$ cat src/rtl/trace_trigger_scheduler.sv
// rtl/trace_trigger_scheduler.sv - trace hit capture, round-robin sniff-FIFO logging and trigger FSM
// Optional trigger holdoff (trig_holdoff port) is built when TRACE_TRIG_HOLDOFF_EN is defined.
`timescale 1ns/1ps

module trace_trigger_scheduler #(
    parameter int pNUM_RULES      = 8,
    parameter int pTS_WIDTH       = 56,
    parameter int pTRIG_PULSE_LEN = 4
) (
    input  logic                    trace_clk,
    input  logic                    resetn,
    input  logic [pNUM_RULES-1:0]   match_hit,
    input  logic [pNUM_RULES-1:0]   pattern_enable,
    input  logic                    trig_enable,
    input  logic                    trig_toggle,
    input  logic                    ts_clear,
    input  logic                    fifo_full,
    input  logic                    overflow_clear,
`ifdef TRACE_TRIG_HOLDOFF_EN
    input  logic [15:0]             trig_holdoff,
`endif
    output logic                    fifo_wr_en,
    output logic [8+pTS_WIDTH-1:0]  fifo_wr_data,
    output logic                    trig_out,
    output logic [pNUM_RULES-1:0]   pending,
    output logic                    overflow
);

    localparam int IDX_W = (pNUM_RULES > 1) ? $clog2(pNUM_RULES) : 1;
    localparam int CNT_W = (pTRIG_PULSE_LEN > 1) ? $clog2(pTRIG_PULSE_LEN) : 1;
    localparam logic [IDX_W:0]   RULES_CNT = (IDX_W+1)'(pNUM_RULES);
    localparam logic [IDX_W-1:0] LAST_RULE = IDX_W'(pNUM_RULES - 1);
    localparam logic [CNT_W-1:0] PULSE_RELOAD = CNT_W'(pTRIG_PULSE_LEN - 1);

    typedef enum logic [1:0] {
        ST_IDLE   = 2'd0,
        ST_PULSE  = 2'd1,
        ST_TOGGLE = 2'd2
    } trig_state_t;

    logic [pTS_WIDTH-1:0]    ts_q, ts_d;
    logic [pTS_WIDTH-1:0]    ts_reg_q [pNUM_RULES];
    logic [pNUM_RULES-1:0]   pending_q, pending_d;
    logic [pNUM_RULES-1:0]   hit_v, grant_oh;
    logic [IDX_W-1:0]        rr_q, rr_d, grant_idx;
    logic [IDX_W:0]          scan_idx;
    logic                    grant_valid;
    logic                    ovf_q, ovf_d, ovf_evt;
    logic                    wr_en_q;
    logic [8+pTS_WIDTH-1:0]  wr_data_q, wr_data_d;

    trig_state_t             state_q, state_d;
    logic                    trig_q, trig_d;
    logic [CNT_W-1:0]        cnt_q, cnt_d;
    logic                    toggle_q;
    logic                    mode_change, any_hit, trig_evt;

    // Round-robin scan starting at rr_q; the first pending rule found wins.
    always_comb begin
        grant_valid = 1'b0;
        grant_idx   = '0;
        scan_idx    = '0;
        for (int k = 0; k < pNUM_RULES; k++) begin
            scan_idx = {1'b0, rr_q} + (IDX_W+1)'(k);
            if (scan_idx >= RULES_CNT) begin
                scan_idx = scan_idx - RULES_CNT;
            end
            if (!grant_valid && pending_q[scan_idx[IDX_W-1:0]]) begin
                grant_valid = 1'b1;
                grant_idx   = scan_idx[IDX_W-1:0];
            end
        end
        if (fifo_full) begin
            grant_valid = 1'b0;
        end
    end

    always_comb begin
        hit_v    = match_hit & pattern_enable;
        grant_oh = '0;
        for (int i = 0; i < pNUM_RULES; i++) begin
            grant_oh[i] = grant_valid && (grant_idx == IDX_W'(i));
        end
        // A granted rule frees its slot this cycle, so a same-cycle re-hit is kept, not dropped.
        pending_d = (pending_q & ~grant_oh) | hit_v;
        ovf_evt   = |(hit_v & pending_q & ~grant_oh);
        ovf_d     = (ovf_q & ~overflow_clear) | ovf_evt;
        ts_d      = ts_clear ? '0 : ts_q + 1'b1;
        rr_d      = rr_q;
        wr_data_d = wr_data_q;
        if (grant_valid) begin
            rr_d      = (grant_idx == LAST_RULE) ? '0 : grant_idx + 1'b1;
            wr_data_d = {8'(grant_idx), ts_reg_q[grant_idx]};
        end
    end

    assign any_hit     = |hit_v;
    assign mode_change = (trig_toggle != toggle_q);

`ifdef TRACE_TRIG_HOLDOFF_EN
    logic [15:0] hold_q, hold_d;

    always_comb begin
        hold_d = hold_q;
        if (!trig_enable) begin
            hold_d = '0;
        end else if (hold_q != '0) begin
            hold_d = hold_q - 1'b1;
        end else if (any_hit && !mode_change) begin
            hold_d = trig_holdoff;
        end
    end

    assign trig_evt = any_hit && (hold_q == '0);

    always_ff @(posedge trace_clk) begin
        if (!resetn) begin
            hold_q <= '0;
        end else begin
            hold_q <= hold_d;
        end
    end
`else
    assign trig_evt = any_hit;
`endif

    always_comb begin
        state_d = state_q;
        trig_d  = trig_q;
        cnt_d   = cnt_q;
        if (!trig_enable || mode_change) begin
            state_d = ST_IDLE;
            trig_d  = 1'b0;
            cnt_d   = '0;
        end else begin
            case (state_q)
                ST_IDLE: begin
                    if (trig_evt) begin
                        trig_d = 1'b1;
                        if (trig_toggle) begin
                            state_d = ST_TOGGLE;
                        end else begin
                            state_d = ST_PULSE;
                            cnt_d   = PULSE_RELOAD;
                        end
                    end
                end
                ST_PULSE: begin
                    if (trig_evt) begin
                        trig_d = 1'b1;
                        cnt_d  = PULSE_RELOAD;
                    end else if (cnt_q == '0) begin
                        state_d = ST_IDLE;
                        trig_d  = 1'b0;
                    end else begin
                        cnt_d = cnt_q - 1'b1;
                    end
                end
                ST_TOGGLE: begin
                    if (trig_evt) begin
                        trig_d = ~trig_q;
                    end
                end
                default: begin
                    state_d = ST_IDLE;
                    trig_d  = 1'b0;
                    cnt_d   = '0;
                end
            endcase
        end
    end

    always_ff @(posedge trace_clk) begin
        if (!resetn) begin
            ts_q      <= '0;
            pending_q <= '0;
            rr_q      <= '0;
            ovf_q     <= 1'b0;
            wr_en_q   <= 1'b0;
            wr_data_q <= '0;
            state_q   <= ST_IDLE;
            trig_q    <= 1'b0;
            cnt_q     <= '0;
            toggle_q  <= trig_toggle;
            for (int i = 0; i < pNUM_RULES; i++) begin
                ts_reg_q[i] <= '0;
            end
        end else begin
            ts_q      <= ts_d;
            pending_q <= pending_d;
            rr_q      <= rr_d;
            ovf_q     <= ovf_d;
            wr_en_q   <= grant_valid;
            wr_data_q <= wr_data_d;
            state_q   <= state_d;
            trig_q    <= trig_d;
            cnt_q     <= cnt_d;
            toggle_q  <= trig_toggle;
            for (int i = 0; i < pNUM_RULES; i++) begin
                if (hit_v[i] && (!pending_q[i] || grant_oh[i])) begin
                    ts_reg_q[i] <= ts_q;
                end
            end
        end
    end

    assign fifo_wr_en   = wr_en_q;
    assign fifo_wr_data = wr_data_q;
    assign trig_out     = trig_q;
    assign pending      = pending_q;
    assign overflow     = ovf_q;

endmodule

$ cat config.mk
export PLATFORM = sky130hd
export DESIGN_NAME = trace_trigger_scheduler
export DESIGN_NICKNAME = d
export VERILOG_FILES = /design/src/rtl/trace_trigger_scheduler.sv
export SDC_FILE = /design/constraint.sdc
export NUM_CORES = 1
export LEC_CHECK = 0
export BUFFER_PORTS_ARGS = -buffer_cell sky130_fd_sc_hd__clkbuf_2
export CORE_MARGIN = 3
export CORE_UTILIZATION = 55
export DETAILED_ROUTE_END_ITERATION = 12
export HOLD_SLACK_MARGIN = 0.02
export MAX_ROUTING_LAYER = met4
export PLACE_DENSITY = 0.71
export SLEW_MARGIN = 20
export SYNTH_ARGS = -nofsm -noshare
export SYNTH_HDL_FRONTEND = slang
export SYNTH_SLANG_ARGS = --single-unit
$ cat constraint.sdc
create_clock -name trace_clk -period 11.6 [get_ports trace_clk]
set_input_delay 2.32 -clock trace_clk [delete_from_list [all_inputs] [get_ports trace_clk]]
set_output_delay 2.32 -clock trace_clk [all_outputs]
set_load 0.01 [all_outputs]
== After elaboration in Yosys (flattened, before gate mapping) ==
Memory sizes are Yosys's and may differ from the RTL's. A register that Yosys moved wholly into a read port is not among the register bits.
Index checks and enable logic that the tools add are counted.

* $add $sub $neg: 18
* $lt $le $gt $ge: 16
* Eq/ne operators: 17
* Muxes and demuxes: 90
* Bitwise logic cells: 20
* Reduce and logical (&&, ||, !) cells: 59

{| class="wikitable"
|+ Operators by type and width
! cell !! count
|-
| $mux 56 || 8
|-
| $add 56x1->56 const B || 1
|-
| $mux 3 || 17
|-
| $mux 1 || 46
|-
| $and 8x8->8 || 4
|-
| $lt 3x4->1 const B || 8
|-
| $ge 4x4->1 const B || 7
|-
| $bmux 1 s3 || 8
|-
| $sub 3x1->3 const B || 8
|-
| $logic_and 1x1->1 || 23
|-
| $logic_not 1->1 || 17
|-
| $add 3x3->4 const B || 4
|-
| $mux 2 || 8
|-
| $reduce_or 8->1 || 2
|-
| $eq 3x3->1 const B || 4
|-
| $pmux 2 s3 || 2
|-
| $ne 2x2->1 const B || 5
|-
| $logic_or 1x1->1 || 9
|-
| $or 1x1->1 || 9
|-
| $add 3x2->4 const B || 2
|-
| $not 8->8 || 1
|-
| $or 8x8->8 || 1
|-
| $reduce_and 4->1 || 2
|-
| $eq 3x2->1 const B || 2
|-
| other kinds (16) || 22
|}

* Flip-flop bits (word level): 134
* Memory bits (writable): 448
* Input port bits: 23
* Memories kept: 1

{| class="wikitable"
|+ Memory list
! name !! depth !! bits a word !! read ports !! clocked after Yosys merged registers in !! wr ports !! line !! text
|-
| ts_reg_q || 8 || 56 || 1 || 1 || 8 || 42 || <nowiki>logic [pTS_WIDTH-1:0] ts_reg_q [pNUM_RULES];</nowiki>
|}

== Logic depth before layout (Yosys ltp) ==
Gate-level depths: netlist (run 1).

* Depth after elaboration: 34
* Gate-level depth with buffers: 21
* Depth with buffers taken out: 14

== Worst setup path before layout (run 1) ==
Ideal clock, no wire load.

* Path kind: flip-flop to flip-flop
* Start: reg rr_q[1]
* End: mem ts_reg_q[7][0], enable pin
* Arrival: 8.052 ns
* Setup slack: 3.001 ns
* Cell stages (with the launch flop): 19
* Path buffers: 6
* Path through: dfxtp_1 buf_1 inv_1 ha_1 buf_2 buf_6 mux4_2 mux2_2 or4_1 nand3_1 a221o_1 nand2_2 inv_2 buf_2 buf_2 buf_2 ha_1 a21boi_0 o21ai_0

{| class="wikitable"
|+ RTL lines
! item !! line !! text
|-
| start: declaration || 45 || <nowiki>logic [IDX_W-1:0] rr_q, rr_d, grant_idx;</nowiki>
|-
| start signal: assignment || 191 || <nowiki>rr_q <= rr_d;</nowiki>
|-
| end: declaration || 42 ||
|}

==> results of run 1 <==
## report_power, final
group	leakage (nW)	total (mW)	switching [mW]	internal [mW]
clock network	0.872	1.79	0.768	1.03
logic	3.48	2.98	2.13	0.846
registers	5.85	2.52	0.0989	2.42
## registers in the layout (all words and copies together), names as in the netlist
| signal | count |
|---|---|
| pending | 8 |
| state_q | 2 |
| rr_q | 3 |
| trig_out | 1 |
| cnt_q | 2 |
| toggle_q | 1 |
| overflow | 1 |
| ts_reg_q | 448 |
| ts_q | 56 |
| fifo_wr_data | 59 |
| fifo_wr_en | 1 |
## placed cells by master, fill, tap and decap left out, types with 5 or more instances in the layout
master	count
sky130_fd_sc_hd__mux2_1	10
sky130_fd_sc_hd__nor2_2	29
sky130_fd_sc_hd__ha_1	5
sky130_fd_sc_hd__and3_1	9
sky130_fd_sc_hd__a311oi_1	50
sky130_fd_sc_hd__a222oi_1	7
sky130_fd_sc_hd__or3_1	11
sky130_fd_sc_hd__a21boi_1	16
sky130_fd_sc_hd__clkbuf_16	59
sky130_fd_sc_hd__nand4_1	12
sky130_fd_sc_hd__o31a_1	48
sky130_fd_sc_hd__clkinv_1	7
sky130_fd_sc_hd__nand2_2	7
sky130_fd_sc_hd__buf_4	35
sky130_fd_sc_hd__nand2_1	344
sky130_fd_sc_hd__and2_1	10
sky130_fd_sc_hd__clkbuf_1	28
sky130_fd_sc_hd__inv_1	80
sky130_fd_sc_hd__o22ai_1	8
sky130_fd_sc_hd__nor3_1	9
sky130_fd_sc_hd__mux2i_1	63
sky130_fd_sc_hd__mux4_2	11
sky130_fd_sc_hd__o21ai_0	59
sky130_fd_sc_hd__mux2_2	11
sky130_fd_sc_hd__nor2b_1	6
sky130_fd_sc_hd__clkinv_2	8
sky130_fd_sc_hd__conb_1	5
sky130_fd_sc_hd__a21oi_1	85
sky130_fd_sc_hd__xor2_1	38
sky130_fd_sc_hd__clkbuf_2	91
sky130_fd_sc_hd__o21ai_1	7
sky130_fd_sc_hd__a211oi_1	50
sky130_fd_sc_hd__nand3_1	47
sky130_fd_sc_hd__nor2_1	389
sky130_fd_sc_hd__and4_1	8
sky130_fd_sc_hd__xnor2_1	14
sky130_fd_sc_hd__a21boi_0	33
sky130_fd_sc_hd__dfxtp_1	134
sky130_fd_sc_hd__edfxtp_1	448
## worst max-delay path by stage
stage | endpoint
floorplan | ts_reg_q[7][0]
detailed placement | ts_reg_q[3][28]
CTS | ts_reg_q[3][21]
global route | ts_reg_q[3][21]
finish | ts_reg_q[4][44]
global placement | ts_reg_q[3][30]
## worst reg2reg max path: cells and delay by family (launching register included)
kind | cells | cell delay [ns]
compound gates | 1 | 0.32
flops | 1 | 0.69
fa+ha+maj | 1 | 0.78
buf+inv | 5 | 2.70
mux | 2 | 0.97
simple gates | 6 | 2.04
## cell families after synthesis
kind of cell             Yosys count  synth area share (%)
AO/OA/AOI/OAI                    409                 11.43
XOR/XNOR                          52                 1.788
adder cells (fa/ha/maj)            5                0.2456
buffers and inverters            237                 3.954
flip-flops                       582                 63.34
multiplexers                      96                 4.435
other                              1               0.01472
AND/OR/NAND/NOR                  905                 14.80
## layout make-up
| class | count | area (um^2) |
|---|---|---|
| Inverter | 83 | 320.3 |
| Tap cell | 600 | 750.7 |
| Fill cell | 3509 | 17400 |
| Multi-Input combinational cell | 1472 | 8426 |
| Sequential cell | 582 | 16140 |
| Clock inverter | 19 | 180.2 |
| Timing Repair Buffer | 127 | 745.7 |
| Clock buffer | 90 | 1623 |
## metal layers
metal / global-route usage, % / wire length [um]
met1: 39.01 / 28610
met2: 44.14 / 32270
met3: 4.789 / 5898
met4: 8.496 / 1761
met5: - / 0
## through the flow
| step | setup slack (ns) | std cells | util (%) |
|---|---|---|---|
| after CTS | 3.849 | 2972 | 61.77 |
| final | 3.755 | 2973 | 61.83 |
| after floorplan | 3.001 | 2291 | - |
| after global routing | 3.322 | 2973 | 61.83 |
| after detailed placement | 3.859 | 2863 | 57.82 |
| after global placement | 3.911 | 2863 | 57.82 |
==> metrics.yaml, run 1 <==
outcome: "complete, no violations"
chipHeight_um: 221.2
cp_num_cells: 15
n_antenna_cell: 0
setup_violations: 0
fp.dieW_um: 221.2
postSynthCellCount: 2287
syn-mean-instance-area_um2: 11.14
final.period_utilization_pct: 67.63
total_power_mw: 7.294
ir_drop_mv: 0.2743
totalNegativeSetupSlack_ns: 0
area_growth_syn_to_layout_pct: 10.62
worst_slew_pin_slew_ns: 1.105
timing.critical_path.to_type: "flop"
hold_start: "fifo_wr_data[56]"
portBuffers: 92
number_of_antenna_violations_at_the_first_check_in_global_routing: 0
worstPathMaxFanout: 111
number_of_global_route_vias_before_repair: 17939
cell_row_count: 78
timing.final.crit_period_ns: 7.845
synth.top_cells.by_area: "sky130_fd_sc_hd__edfxtp_1 53%, sky130_fd_sc_hd__dfxtp_1 11%, sky130_fd_sc_hd__nor2_1 5.7%"
critical_path.max_stage_delay_ns: 0.78
holdPathEnd: "fifo_wr_data[56]"
cts_buffers: 58
routed_via_count: 18261
data_arrival_time_of_the_worst_path_ns: 8.13
timing.final.max_slew_violations: 0
synthesis.yosys.warnings: 0
cts_hold_fix_bufs: 0
rrSetupSlack_ns: 3.76
grt_setup_unrepaired: "no"
synth-seq-cells: 582
worstSetupPathType: "reg2reg"
syn-cell-area_um2: 25480
die_footprint_um2: 48940
largest_net_degree_at_the_start_of_global_routing: 112
dr.first_iter.drc_count: 2111
critPathBufInv: 5
gp_congestion: 0.8701
finalInstanceArea_um2: 28180
synth_top_cells_by_count: "448 x sky130_fd_sc_hd__edfxtp_1, 389 x sky130_fd_sc_hd__nor2_1, 352 x sky130_fd_sc_hd__nand2_1"
ant_nets: 0
synth.top_cell.area_share_pct: 52.81
cts.sink_count: 582
worst_hold_path_type: "reg2reg"
clock_tree.htree_level_count: 2
crit_family: "buffers and inverters"
ctsResizeCount: 0
fin_skew_ns: 0.02096
viasPerCell: 6.142
regToRegStartpoint: "rr_q[1]"
synth_async_sr_flop_share_pct: 0
cts.repair_timing.setup_buffer_count: 0
data_required_critical_path_ns: 11.88
timing_hold_violations_final: 0
worstSetupStartpoint: "rr_q[1]"
netlist-cell-type-count: 78
layout.nets: 2352
synth.largest_area_cell: "sky130_fd_sc_hd__edfxtp_1"
cpMaxStageDelayCell: "sky130_fd_sc_hd__ha_1"
worstSetupStartpointType: "flop"
count_of_flip_flops_with_a_built_in_enable_after_synthesis: 448
power_density_cells_nw_per_um2: 258.8
worst_hold_path.num_cells: 2
relSlewSlack_pct: 26.36
detailedPlacementHpwl_um: 39490
proportion_of_synthesized_chip_area_in_sequential_cells_pct: 63.34
clock_insertion_delay_worst_skew_ns: 0.61
cts-root-to-sink-buffers: 3
routedWlPerCell_um: 23.05
clkSlewWorstSetupHoldPaths_ns: 0.06
most_numerous_cell_in_the_yosys_netlist: "sky130_fd_sc_hd__edfxtp_1"
core_region_area_um2: 45580
postPlaceCellArea_um2: 26350
crit_top_cell: "sky130_fd_sc_hd__buf_4"
maximum_capacitance_violations: 0
yosys_most_used_dff: "sky130_fd_sc_hd__edfxtp_1"
holdWs_ns: 0.4531
ios: 98
r2r-end: "ts_reg_q[4][44]"
timing.reg2reg.worst_path_depth: 15
grtUsageTotal_pct: 28.43
gr-total-overflow: 0
fmax_mhz: 127.5
route.final.wire_length_um: 68530
first_pass_grt_wire_length_um: 105700
root_buffer: "sky130_fd_sc_hd__clkbuf_16"
power.static_leakage_nw: 10.20
initial_utilization_pct: 55.90
crit_path_cell_trace: "inv_1 -> ha_1 -> mux4_2 -> mux2_2 -> or4_1 -> nand3_1 -> or2_2 -> buf_4 -> nand2_4 -> inv_8 -> o21ai_1 -> nand3_2 -> buf_4 -> nand2_2 -> buf_4"
detail_route.first_pass.iterations: 6
drc_violations_left: 0
clock_tree_from_tritoncts: "done"
layout-drive-gt1-share_pct: 11.84
Note: power is estimated with default switching activity, not from simulation.
==> run 2: changes to the inputs <==
--- a/config.mk
+++ b/config.mk
@@ -11,7 +11,7 @@
 export DETAILED_ROUTE_END_ITERATION = 12
 export HOLD_SLACK_MARGIN = 0.02
 export MAX_ROUTING_LAYER = met4
-export PLACE_DENSITY = 0.71
+export PLACE_DENSITY = 0.74
 export SLEW_MARGIN = 20
 export SYNTH_ARGS = -nofsm -noshare
 export SYNTH_HDL_FRONTEND = slang
==> constraint.sdc (replaced) <==
create_clock -name trace_clk -period 6.8 [get_ports trace_clk]
set_input_delay 1.36 -clock trace_clk [delete_from_list [all_inputs] [get_ports trace_clk]]
set_output_delay 1.36 -clock trace_clk [all_outputs]
set_load 0.01 [all_outputs]
==> metrics.yaml, run 2 (same netlist as run 1, synthesis figures left out) <==
outcome: "complete, no violations"
data_required_critical_path_ns: 7.09  # -4.79 ns
cts_buffers: 58  # unchanged
n_antenna_cell: 0  # unchanged
portBuffers: 92  # unchanged
maximum_capacitance_violations: 0  # unchanged
postPlaceCellArea_um2: 26460  # +0.42%
crit_path_cell_trace: "buf_4 -> clkinv_1 -> ha_1 -> mux2_2 -> a21oi_1 -> or4b_1 -> a31o_1 -> a221o_2 -> nand2_4 -> inv_8 -> o31ai_1 -> nand3_2 -> nand2_2 -> buf_12"
clock_insertion_delay_worst_skew_ns: 0.63  # +0.02 ns
detail_route.first_pass.iterations: 6  # unchanged
gp_congestion: 0.8975  # +3.1%
clkSlewWorstSetupHoldPaths_ns: 0.06  # about the same
fp.dieW_um: 221.2  # unchanged
number_of_global_route_vias_before_repair: 17865  # -0.41%
rrSetupSlack_ns: 0.97  # -2.79 ns
grt_setup_unrepaired: "no"
layout_commonest_cell: "sky130_fd_sc_hd__edfxtp_1"
r2r-end: "ts_reg_q[5][29]"
total_switching_power_mw: 5.178  # +73%
routed_via_count: 18320  # +0.32%
total_power_mw: 12.60  # +73%
cpMaxStageDelayCell: "sky130_fd_sc_hd__ha_1"
chipHeight_um: 221.2  # unchanged
timing_hold_violations_final: 0  # unchanged
ios: 98  # unchanged
setup_violations: 0  # unchanged
relSlewSlack_pct: 25.63  # -0.74 points
timing.critical_path.to_type: "flop"
drc_violations_left: 0  # unchanged
critical_path.max_stage_delay_ns: 0.76  # -0.02 ns
worst_hold_path_type: "reg2reg"
layout-drive-gt1-share_pct: 12.30  # +0.46 points
ir_drop_mv: 0.7158  # +160%
power_density_cells_nw_per_um2: 444.9  # +72%
worstSetupStartpoint: "rr_q[0]"
commonest_non_fill_non_tap_cells_in_the_layout: "448 x sky130_fd_sc_hd__edfxtp_1, 389 x sky130_fd_sc_hd__nor2_1, 344 x sky130_fd_sc_hd__nand2_1"
power.static_leakage_nw: 10.29  # +0.81%
worst_slew_pin_slew_ns: 1.116  # +0.01105 ns
ant_nets: 0  # unchanged
number_of_antenna_violations_at_the_first_check_in_global_routing: 0  # unchanged
root_buffer: "sky130_fd_sc_hd__clkbuf_16"
grtUsageTotal_pct: 27.83  # -0.61 points
layout.filler_cells: 3517  # +0.23%
cell_row_count: 78  # unchanged
area_growth_syn_to_layout_pct: 11.14
cts.repair_timing.setup_buffer_count: 0  # unchanged
cts-root-to-sink-buffers: 3  # unchanged
cts_hold_fix_bufs: 0  # unchanged
route.final.wire_length_um: 67630  # -1.3%
clock_tree.htree_level_count: 2  # unchanged
gr-total-overflow: 0  # unchanged
data_arrival_time_of_the_worst_path_ns: 6.12  # -2.01 ns
initial_utilization_pct: 55.90  # unchanged
detailedPlacementHpwl_um: 37220  # -5.7%
cp-endpoint: "ts_reg_q[5][29]"
timing.final.crit_period_ns: 5.834  # -2.011 ns
clock_power_share_pct: 25.0  # +0.4 points
core_region_area_um2: 45580  # unchanged
worstSetupPathType: "reg2reg"
die_footprint_um2: 48940  # unchanged
timing.final.max_slew_violations: 0  # unchanged
worstSetupStartpointType: "flop"
fmax_mhz: 171.4  # +34%
ctsResizeCount: 0  # unchanged
timing.reg2reg.worst_path_depth: 14  # -1
p_int_mw: 7.418  # +73%
layout.nets: 2353  # +0.043%
regToRegStartpoint: "rr_q[0]"
fin_skew_ns: 0.01905  # -0.001911 ns
largest_net_degree_at_the_start_of_global_routing: 147  # +31%
worstPathMaxFanout: 38  # -66%
first_pass_grt_wire_length_um: 103700  # -1.9%
finalInstanceArea_um2: 28310  # +0.48%
largest_reg_flops: 448  # unchanged
comb_power_share_pct: 40.9  # about the same
viasPerCell: 6.160  # +0.29%
sw_frac_of_total_pct: 41.11  # about the same
cts.sink_count: 582  # unchanged
final.period_utilization_pct: 85.79  # +18 points
totalNegativeSetupSlack_ns: 0  # unchanged
p_seq_share_pct: 34.1  # -0.4 points
routedWlPerCell_um: 22.74  # -1.4%
dr.first_iter.drc_count: 2212  # +4.8%
clock_tree_from_tritoncts: "done"
largest_register: "ts_reg_q"
run 2: changes by cell type in the layout (fill, tap and decap cells not counted), moves of 2 or more:
cell	delta
sky130_fd_sc_hd__clkbuf_1	-19
sky130_fd_sc_hd__buf_4	-6
sky130_fd_sc_hd__inv_6	+2
sky130_fd_sc_hd__clkinv_1	+8
sky130_fd_sc_hd__buf_12	+8
sky130_fd_sc_hd__bufinv_16	+2
sky130_fd_sc_hd__clkinv_2	+8
run 2: worst min path at each step:
stage	start	slack, ns	cells after the start	endpoint
after floorplan	ts_q[0]	0.43	1	ts_q[0]
after global placement	cnt_q[1]	0.44	2	cnt_q[1]
after detailed placement	fifo_wr_data[56]	0.45	2	fifo_wr_data[56]
after CTS	fifo_wr_data[56]	0.46	2	fifo_wr_data[56]
after global routing	fifo_wr_data[56]	0.49	2	fifo_wr_data[56]
final	fifo_wr_data[56]	0.46	2	fifo_wr_data[56]
run 2: final cells by class:
type / count / area, um^2 / area share, %
Clock inverter: 39 / 327.8 / 1.158
Multi-Input combinational cell: 1472 / 8421 / 29.74
Inverter: 83 / 320.3 / 1.131
Sequential cell: 582 / 16140 / 56.99
Timing Repair Buffer: 128 / 833.3 / 2.943
Clock buffer: 70 / 1526 / 5.391
Tap cell: 600 / 750.7 / 2.651
run 2: metal layers:
layer  part of all wire (%)  wire length, um  global-route usage, %
met4                    2.8             1916                  8.517
met3                    9.0             6085                  4.975
met5                      0                0                      -
met2                     47            31700                  43.21
met1                     41            27930                  37.86
run 2: stage by stage:
stage	hold WS, ns	setup WS [ns]	utilization (%)	cells
after floorplan	0.4299	0.5197	-	2291
after global placement	0.4396	1.116	58.05	2865
after detailed placement	0.4512	1.010	58.06	2865
after CTS	0.4610	0.9648	62.13	2974
after global routing	0.4853	0.6326	62.13	2974
final	0.4629	0.9661	62.13	2974
run 2: power groups by stage:
| stage | Combinational [mW] | Sequential [mW] | Clock, mW |
|---|---|---|---|
| floorplan | 3.47 | 4.34 | 0 |
| global placement | 4.98 | 4.35 | 0 |
| detailed placement | 5.05 | 4.36 | 0 |
| CTS | 5.08 | 4.29 | 3.17 |
| global route | 5.50 | 4.31 | 3.33 |
| finish | 5.16 | 4.29 | 3.14 |
run 2: critical path: cells and delay by family, from the launching register on:
family / cells / cell delay (ns)
mux: 1 / 0.45
flops: 1 / 0.31
buf+inv: 4 / 1.01
simple gates: 4 / 1.55
compound gates: 4 / 1.36
fa+ha+maj: 1 / 0.76
